<file path="config.mk">
export PLATFORM = sky130hd
export DESIGN_NAME = clook_div
export DESIGN_NICKNAME = d
export VERILOG_FILES = /design/src/rtl/clook_pkg.sv /design/src/rtl/clook_sub4.sv /design/src/rtl/clook_div.sv
export SDC_FILE = /design/constraint.sdc
export NUM_CORES = 1
export LEC_CHECK = 0
export ABC_AREA = 1
export ABC_CLOCK_PERIOD_IN_PS = 2650
export BUFFER_PORTS_ARGS = -buffer_cell sky130_fd_sc_hd__buf_4
export CORE_MARGIN = 10
export CORE_UTILIZATION = 60
export CTS_BUF_LIST = sky130_fd_sc_hd__clkbuf_8
export DETAILED_ROUTE_END_ITERATION = 8
export PLACE_DENSITY = 0.82
export SYNTH_ARGS = -nofsm -noshare
export SYNTH_HDL_FRONTEND = slang
export SYNTH_SLANG_ARGS = --single-unit
</file>
<file path="constraint.sdc">
create_clock -name clk -period 2.65 [get_ports clk]
set_input_delay 0.1325 -clock clk [delete_from_list [all_inputs] [get_ports clk]]
set_output_delay 0.1325 -clock clk [all_outputs]
set_load 0.02 [all_outputs]
</file>
<file path="src/rtl/clook_pkg.sv">
// clook_pkg: shared state encoding, slice width and subtractor width helper for clook_div
package clook_pkg;
  typedef enum logic [1:0] {IDLE, RUN, FIN} state_t;
  localparam int SLICE_W = 4;
  function automatic int sub_w(input int w);
    return ((w + SLICE_W) / SLICE_W) * SLICE_W;
  endfunction
endpackage

</file>
<file path="src/rtl/clook_sub4.sv">
// clook_sub4: 4-bit borrow-lookahead subtractor slice, d = a - b - bin, bout = borrow out (ports a, b, bin -> d, bout)
module clook_sub4 (
  input  logic [3:0] a,
  input  logic [3:0] b,
  input  logic       bin,
  output logic [3:0] d,
  output logic       bout
);
  logic [3:0] g, p;
  logic [4:0] c;
  assign g = a & ~b;
  assign p = a ^ ~b;
  assign c[0] = ~bin;
  assign c[1] = g[0] | (p[0] & c[0]);
  assign c[2] = g[1] | (p[1] & g[0]) | (p[1] & p[0] & c[0]);
  assign c[3] = g[2] | (p[2] & g[1]) | (p[2] & p[1] & g[0]) | (p[2] & p[1] & p[0] & c[0]);
  assign c[4] = g[3] | (p[3] & g[2]) | (p[3] & p[2] & g[1]) | (p[3] & p[2] & p[1] & g[0])
              | (p[3] & p[2] & p[1] & p[0] & c[0]);
  assign d = p ^ c[3:0];
  assign bout = ~c[4];
endmodule

</file>
<file path="src/rtl/clook_div.sv">
// clook_div: sequential restoring divider (clk, rst, start, dividend, divisor -> busy, done, quotient, remainder, div_by_zero)
module clook_div
  import clook_pkg::*;
#(
  parameter int WIDTH = 8
) (
  input  logic             clk,
  input  logic             rst,
  input  logic             start,
  input  logic [WIDTH-1:0] dividend,
  input  logic [WIDTH-1:0] divisor,
  output logic             busy,
  output logic             done,
  output logic [WIDTH-1:0] quotient,
  output logic [WIDTH-1:0] remainder,
  output logic             div_by_zero
);
  localparam int CNT_W = $clog2(WIDTH + 1);
  localparam int SW = sub_w(WIDTH);
  localparam int NS = SW / SLICE_W;
  state_t state;
  logic [CNT_W-1:0] cnt;
  logic [WIDTH-1:0] dsh, dvs, r, r_nxt, q_nxt;
  logic [WIDTH-2:0] qsh;
  logic [WIDTH:0] t;
  logic [SW-1:0] sa, sb, sd;
  logic [NS:0] bc;
  logic qbit, unused_hi;
  assign t = {r, dsh[WIDTH-1]};
  assign sa = SW'(t);
  assign sb = SW'(dvs);
  assign bc[0] = 1'b0;
  for (genvar s = 0; s < NS; s++) begin : g_slice
    clook_sub4 u_sub (
      .a(sa[s*SLICE_W +: SLICE_W]),
      .b(sb[s*SLICE_W +: SLICE_W]),
      .bin(bc[s]),
      .d(sd[s*SLICE_W +: SLICE_W]),
      .bout(bc[s+1])
    );
  end
  // borrow out of the top slice means the trial subtraction failed: restore
  assign qbit = ~bc[NS];
  assign r_nxt = qbit ? sd[WIDTH-1:0] : t[WIDTH-1:0];
  assign q_nxt = {qsh, qbit};
  assign unused_hi = ^sd[SW-1:WIDTH];
  always_ff @(posedge clk or posedge rst) begin
    if (rst) begin
      state <= IDLE;
      cnt <= '0;
      dsh <= '0;
      dvs <= '0;
      r <= '0;
      qsh <= '0;
      busy <= 1'b0;
      done <= 1'b0;
      quotient <= '0;
      remainder <= '0;
      div_by_zero <= 1'b0;
    end else begin
      case (state)
        IDLE: if (start) begin
          busy <= 1'b1;
          if (divisor == '0) begin
            state <= FIN;
            done <= 1'b1;
            quotient <= '1;
            remainder <= dividend;
            div_by_zero <= 1'b1;
          end else begin
            state <= RUN;
            dsh <= dividend;
            dvs <= divisor;
            r <= '0;
            qsh <= '0;
            cnt <= CNT_W'(WIDTH);
          end
        end
        RUN: begin
          dsh <= {dsh[WIDTH-2:0], 1'b0};
          r <= r_nxt;
          qsh <= q_nxt[WIDTH-2:0];
          cnt <= cnt - CNT_W'(1);
          if (cnt == CNT_W'(1)) begin
            state <= FIN;
            done <= 1'b1;
            quotient <= q_nxt;
            remainder <= r_nxt;
            div_by_zero <= 1'b0;
          end
        end
        FIN: begin
          state <= IDLE;
          done <= 1'b0;
          busy <= 1'b0;
        end
        default: state <= IDLE;
      endcase
    end
  end
endmodule

</file>
After elaboration in Yosys (flattened, before gate mapping)
Index checks and enable logic that the tools add are counted.
{"block": "word_totals", "latch_bits": 0, "ramBits": 0, "output_inout_bits": 19, "mem_count": 0, "rom_bits": 0, "word_cells": 127, "register_bits": 56}
{"block": "op_classes", "n_reduce_logical": 11, "mul": 0, "bitwise": 64, "eq_ne": 7, "mux": 33, "addsub": 1, "div_mod_pow": 0, "n_shift": 0, "n_lt_le_gt_ge": 0}
{"op": "8-bit 2-to-1 mux", "count": 11}
{"op": "8-bit one-hot mux with 2 select lines", "count": 4}
{"op": "1-bit bitwise AND", "count": 33}
{"op": "1-bit bitwise OR", "count": 21}
{"op": "4-bit bitwise XOR", "count": 4}
{"op": "7-bit 2-to-1 mux", "count": 2}
{"op": "7-bit one-hot mux with 2 select lines", "count": 1}
{"op": "4-bit bitwise AND", "count": 2}
{"op": "8-bit zero test", "count": 1}
{"op": "4-bit 2-to-1 mux", "count": 2}
{"op": "2-bit != test, second input constant", "count": 4}
{"op": "4-bit NOT", "count": 2}
{"op": "4-bit one-hot mux with 2 select lines", "count": 1}
{"op": "4-bit AND reduction", "count": 2}
{"op": "2-bit 2-to-1 mux", "count": 3}
{"op": "3-bit AND reduction", "count": 2}
{"op": "1-bit 2-to-1 mux", "count": 5}
{"op": "4-bit by 1-bit equality test with 1-bit output, second input constant", "count": 1}
{"op": "1-bit NOT with 4-bit output", "count": 1}
{"op": "1-bit one-hot mux with 2 select lines", "count": 2}
{"op": "2-bit one-hot mux with 2 select lines", "count": 1}
{"op": "2-bit AND reduction", "count": 2}
{"op": "2-bit nonzero test", "count": 2}
{"op": "4-bit by 1-bit subtractor with 4-bit output, second input constant", "count": 1}
{"op": "other kinds (6)", "count": 6}

Longest topological paths before layout
{"block": "depth", "depth_word": 14, "mapped_depth": 14}

Hierarchy
Synthesis repeated with hierarchy kept, for this count alone.
{"block": "unflattened", "cells_unflattened": 455, "hier_area_um2": 3305.7}
{"module": "clook_div", "area_per_inst_um2": 2618.8, "cells_each": 332, "instances": 1}
{"module": "clook_sub4", "area_per_inst_um2": 229.0, "cells_each": 41, "instances": 3}

Least setup slack after synthesis
No wires, ideal clock.
{"block": "synth_timing", "path_kind": "register -> register", "start": "reg r[2]", "end": "reg remainder[5]", "period_less_slack_ps": 1919, "stages_incl_launch_ff": 13, "required_ps": 2573, "setup_time_ps": 77, "t_arrival_ps": 1842, "n_path_buf": 0, "path_slack_ps": 731, "cell_sequence": "dfrtp_1 -> ha_1 -> nand2_1 -> nor2_1 -> nor2_1 -> nand2_1 -> inv_1 -> fa_1 -> xnor2_1 -> nand2_1 -> nand2_1 -> nand2_1 -> a21oi_1"}
{"block": "synth_via", "elab_chain_cells": 13, "word_cells_on_any_way": 22, "cone_classes": "3 x mux; 19 x bitwise"}
{"item": "start: declaration", "line_no": "clook_div.sv:23", "source": "logic [WIDTH-1:0] dsh, dvs, r, r_nxt, q_nxt;"}
{"item": "start signal: assignment", "line_no": "clook_div.sv:81", "source": "r <= r_nxt;"}
{"item": "4-bit bitwise XOR", "line_no": "clook_sub4.sv:12", "source": "assign p = a ^ ~b;"}
{"item": "1-bit bitwise AND (on tied branches)", "line_no": "clook_sub4.sv:17, clook_sub4.sv:18"}
{"item": "1-bit bitwise OR (tied with other cells)", "line_no": "clook_sub4.sv:17", "source": "assign c[4] = g[3] | (p[3] & g[2]) | (p[3] & p[2] & g[1]) | (p[3] & p[2] & p[1] & g[0])"}
{"item": "1-bit bitwise OR or 1-bit bitwise AND (tied branches)", "line_no": "clook_sub4.sv:17"}
{"item": "1-bit bitwise OR", "line_no": "clook_sub4.sv:17"}
{"item": "1-bit bitwise OR (*)", "line_no": "clook_sub4.sv:18", "source": "| (p[3] & p[2] & p[1] & p[0] & c[0]);"}
{"item": "1-bit bitwise AND", "line_no": "clook_sub4.sv:18"}
{"item": "1-bit bitwise OR", "line_no": "clook_sub4.sv:18"}
{"item": "1-bit bitwise AND", "line_no": "clook_sub4.sv:18"}
{"item": "1-bit bitwise OR", "line_no": "clook_sub4.sv:18"}
{"item": "8-bit 2-to-1 mux (*)", "line_no": "clook_div.sv:44", "source": "assign r_nxt = qbit ? sd[WIDTH-1:0] : t[WIDTH-1:0];"}
{"item": "8-bit 2-to-1 mux (*)", "line_no": "clook_div.sv:84", "source": "if (cnt == CNT_W'(1)) begin"}
{"item": "8-bit one-hot mux with 2 select lines (*)", "line_no": "clook_div.sv:61", "source": "case (state)"}
{"item": "end signal: assignment", "line_no": "clook_div.sv:68", "source": "remainder <= dividend;"}
{"item": "end signal: assignment", "line_no": "clook_div.sv:88", "source": "remainder <= r_nxt;"}
{"item": "end: declaration", "line_no": "clook_div.sv:15", "source": "output logic [WIDTH-1:0] remainder,"}
Mark *: on every way between the ends. The rest lies on a longest branch, timed or not. The select of a mux whose other input is x is not followed.
A chain may end at the register's enable or synchronous reset.

Worst setup path in the final report
Same ends and word-level chain as after synthesis.

==> qor.yml <==
outcome:
  status: "finished clean"
sta:
  finalCritPeriodShare: 0.794
  setup_tns_ns: 0
  grt_setup_unrepaired: "false"
  skew_ns: 0.0128
  timing.final.crit_period_ns: 2.10
  clock.fmax_mhz: 475
  hold_violations: 0
  slew_violations: 0
  slew_headroom: 0.587
  holdWs_ns: 0.0375
  setup_violations: 0
  worstMarginPinSlew_ns: 0.619
clock_tree:
  clockRootBuffer: "clkbuf_8"
  clock-sinks: 56
  path_clk_slew_ns: 0.11
  clk_latency_ns: 0.32
  cts_made_buffers: 5
  cts_max_level: 2
  clockBufferDepth: 2
  cts_tree: "yes"
detailed_routing:
  viasPerCell: 5.40
  ant_nets: 0
  drtIter0Drc: 142
  wire_per_inst_um: 14.7
  drc: 0
  dr_total_vias: 2381
  routed_wl_um: 6500
  wl_met2_um: 3240
  top_layer_used: "met4"
  wl_met3_um: 337
  drt-met1-wl_um: 2840
  dr.pass1.iters: 4
yosys:
  synthTopCellsByArea: "dfrtp_1, nand2_1, inv_1"
  ys_types: 30
  synthCells: 348
  ys_ff_latch: 56
  synth_area_leader_cell: "dfrtp_1"
  syn_avg_cell_area_um2: 8.32
  synth_top_area_frac: 0.484
  syn_area_mm2: 0.00290
  synth-seq-area-share: 0.484
  synth_fp_nets: 379
  ys_warn_count: 0
worst_hold_path:
  hold_depth: 3
  hold_path_class: "in -> reg"
  hold_end: "dvs[6]"
  min_from: "divisor[6]"
layout:
  n_antenna_cell: 0
  ff_latch_area_mm2: 0.00140
  area_delta_synth_final_pct: 13.3
  drive_above_1_share: 0.160
  fill_cells: 392
  layout.nets: 417
  multiInputGateArea_mm2: 0.00121
critical_path:
  crit_slowest_cell: "dfrtp_1"
  worstPathRequired_ns: 2.90
  slowest_delay_ns: 0.41
  worstPathMaxFanout: 4
  r2r_cells: 12
  cp_cell_sequence: "ha_1 -> nand2_1 -> nor2_1 -> nor2_1 -> nand2_1 -> inv_1 -> fa_1 -> xnor2_1 -> nand2_1 -> nand2_1 -> nand2_1 -> a21oi_1"
  rrSetupSlack_ns: 0.55
  critPathKind: "reg -> reg"
  endpoint_kind: "flip-flop"
  arrival_ns: 2.36
  crit_top_cell: "nand2_1"
  regToRegStartpoint: "r[2]"
  cp-start-kind: "flip-flop"
  r2r-end: "remainder[5]"
die:
  pin_count: 38
  num_rows: 25
  die_area_mm2: 0.00800
  die_h_um: 89.5
  fp.dieW_um: 89.5
  core_area_mm2: 0.00469
  initial_core_util: 0.617
run:
  drv_cap: 0
global_routing:
  grt_pass1_wl_um: 10900
  grt_max_degree: 33
  grt_pass1_vias: 2428
  overflow: 0
  grt_antenna_before_repair: 0
  grt_usage: 0.171
power:
  leakage_uw: 0.00169
  vdd_drop_max_mv: 0.835
  power_density_mw_per_mm2: 1380
place:
  port_buffers: 37
  gp_routability_congestion: 0.871
  dp_hpwl_um: 4770
==> critical path: cells and delay by family, from the launching register on <==
kind            cells  cell delay [ns]
xor+xnor            1             0.14
flops               1             0.41
fa+ha+maj           2             0.74
compound gates      1             0.12
buf+inv             1             0.07
simple gates        7             0.56
==> how the worst max path moves through the flow <==
stage	depth (start not counted)	end	start
after floorplan	12	remainder[5]	r[2]
after global placement	12	remainder[5]	r[2]
after detailed placement	12	remainder[5]	r[2]
after CTS	12	remainder[5]	r[2]
after global routing	12	remainder[5]	r[2]
final	12	remainder[5]	r[2]
==> routing by layer <==
metal,global-route usage,up-vias
met3,0.0365,8
met5,0,-
li1,-,1187
met4,0.0607,0
met2,0.291,55
met1,0.209,1131
==> layout by cell type (no fill, tap or decap), types with 2 or more instances in the layout <==
cell and count:
dfrtp_1 56, o21ai_1 2, nand3_1 11, nand3_4 2
nand2_1 90, ha_1 11, o21ai_0 31, nand4_1 8
inv_2 3, a31oi_1 6, buf_4 40, nor2_1 26
inv_1 50, a21oi_1 18, clkbuf_8 5, nor2_4 2
nor2_2 2, inv_4 2, o22ai_1 7, xnor2_1 3
==> layout make-up <==
| cell class | count | share of cell area |
|---|---|---|
| flip-flops and latches | 56 | 0.427 |
| clock inverters | 3 | 0.00534 |
| inverters | 54 | 0.0633 |
| repair buffers | 41 | 0.0946 |
| well taps | 54 | 0.0206 |
| multi-input cells | 228 | 0.368 |
| clock buffers | 5 | 0.0210 |
==> metrics by stage <==
step | power [uW] | util | setup WS (ns) | instance area (um^2) | instances
after floorplan | 3400 | - | 0.731 | 2900 | 348
after global placement | 3940 | 0.678 | 0.645 | 3180 | 432
after detailed placement | 4040 | 0.678 | 0.579 | 3180 | 432
after CTS | 4520 | 0.699 | 0.553 | 3280 | 441
after global routing | 4930 | 0.699 | 0.363 | 3280 | 441
final | 4510 | 0.699 | 0.545 | 3280 | 441
==> what timing repair did <==
item | CTS | global route
hold endpoints to repair | 27 | 0
hold buffers | 1 | 0
gates resized for setup | 0 | 0
setup buffers | 0 | 0
==> state kept, by name (all words and copies together) (netlist names) <==
signal,count
cnt,4
dvs,8
dsh,8
done,1
qsh,7
r,8
quotient,8
state,2
remainder,8
busy,1
div_by_zero,1
==> cells in the mapped netlist <==
master    instances
nor2_1           26
a31oi_1           6
dfrtp_1          56
or2_2             1
o21ai_0          31
xnor2_1           3
xor2_1            1
buf_2             4
nand3_4           2
nor2_4            2
fa_1              1
o21ai_4           1
inv_1            50
nand2_1          90
or2_1             1
nand4_1           8
nand3_1          11
buf_6             5
a21oi_1          18
o211ai_1          1
nand2_2           1
inv_2             2
clkbuf_1          1
ha_1             11
nor2_2            2
o21a_1            1
o22ai_1           7
o21ai_1           2
a21oi_4           1
inv_4             2
==> power breakdown <==
| part | leakage, uW | switching, uW | total, uW | internal (uW) |
|---|---|---|---|---|
| logic | 0.000957 | 1660 | 2580 | 918 |
| registers | 0.000682 | 216 | 1460 | 1250 |
| clock network | 0.0000497 | 285 | 470 | 186 |
| total | 0.00169 | 2160 | 4510 | 2350 |
==> cell families (layout without fill, tap and decap cells) <==
| family | count (synthesis) | after routing | synth area share |
|---|---|---|---|
| compound gates | 68 | 68 | 0.133 |
| xor+xnor | 4 | 4 | 0.0121 |
| simple gates | 144 | 144 | 0.217 |
| buf+inv | 64 | 103 | 0.0994 |
| fa+ha+maj | 12 | 12 | 0.0545 |
| flops | 56 | 56 | 0.484 |
No activity file was read; power rests on OpenSTA's default activity.
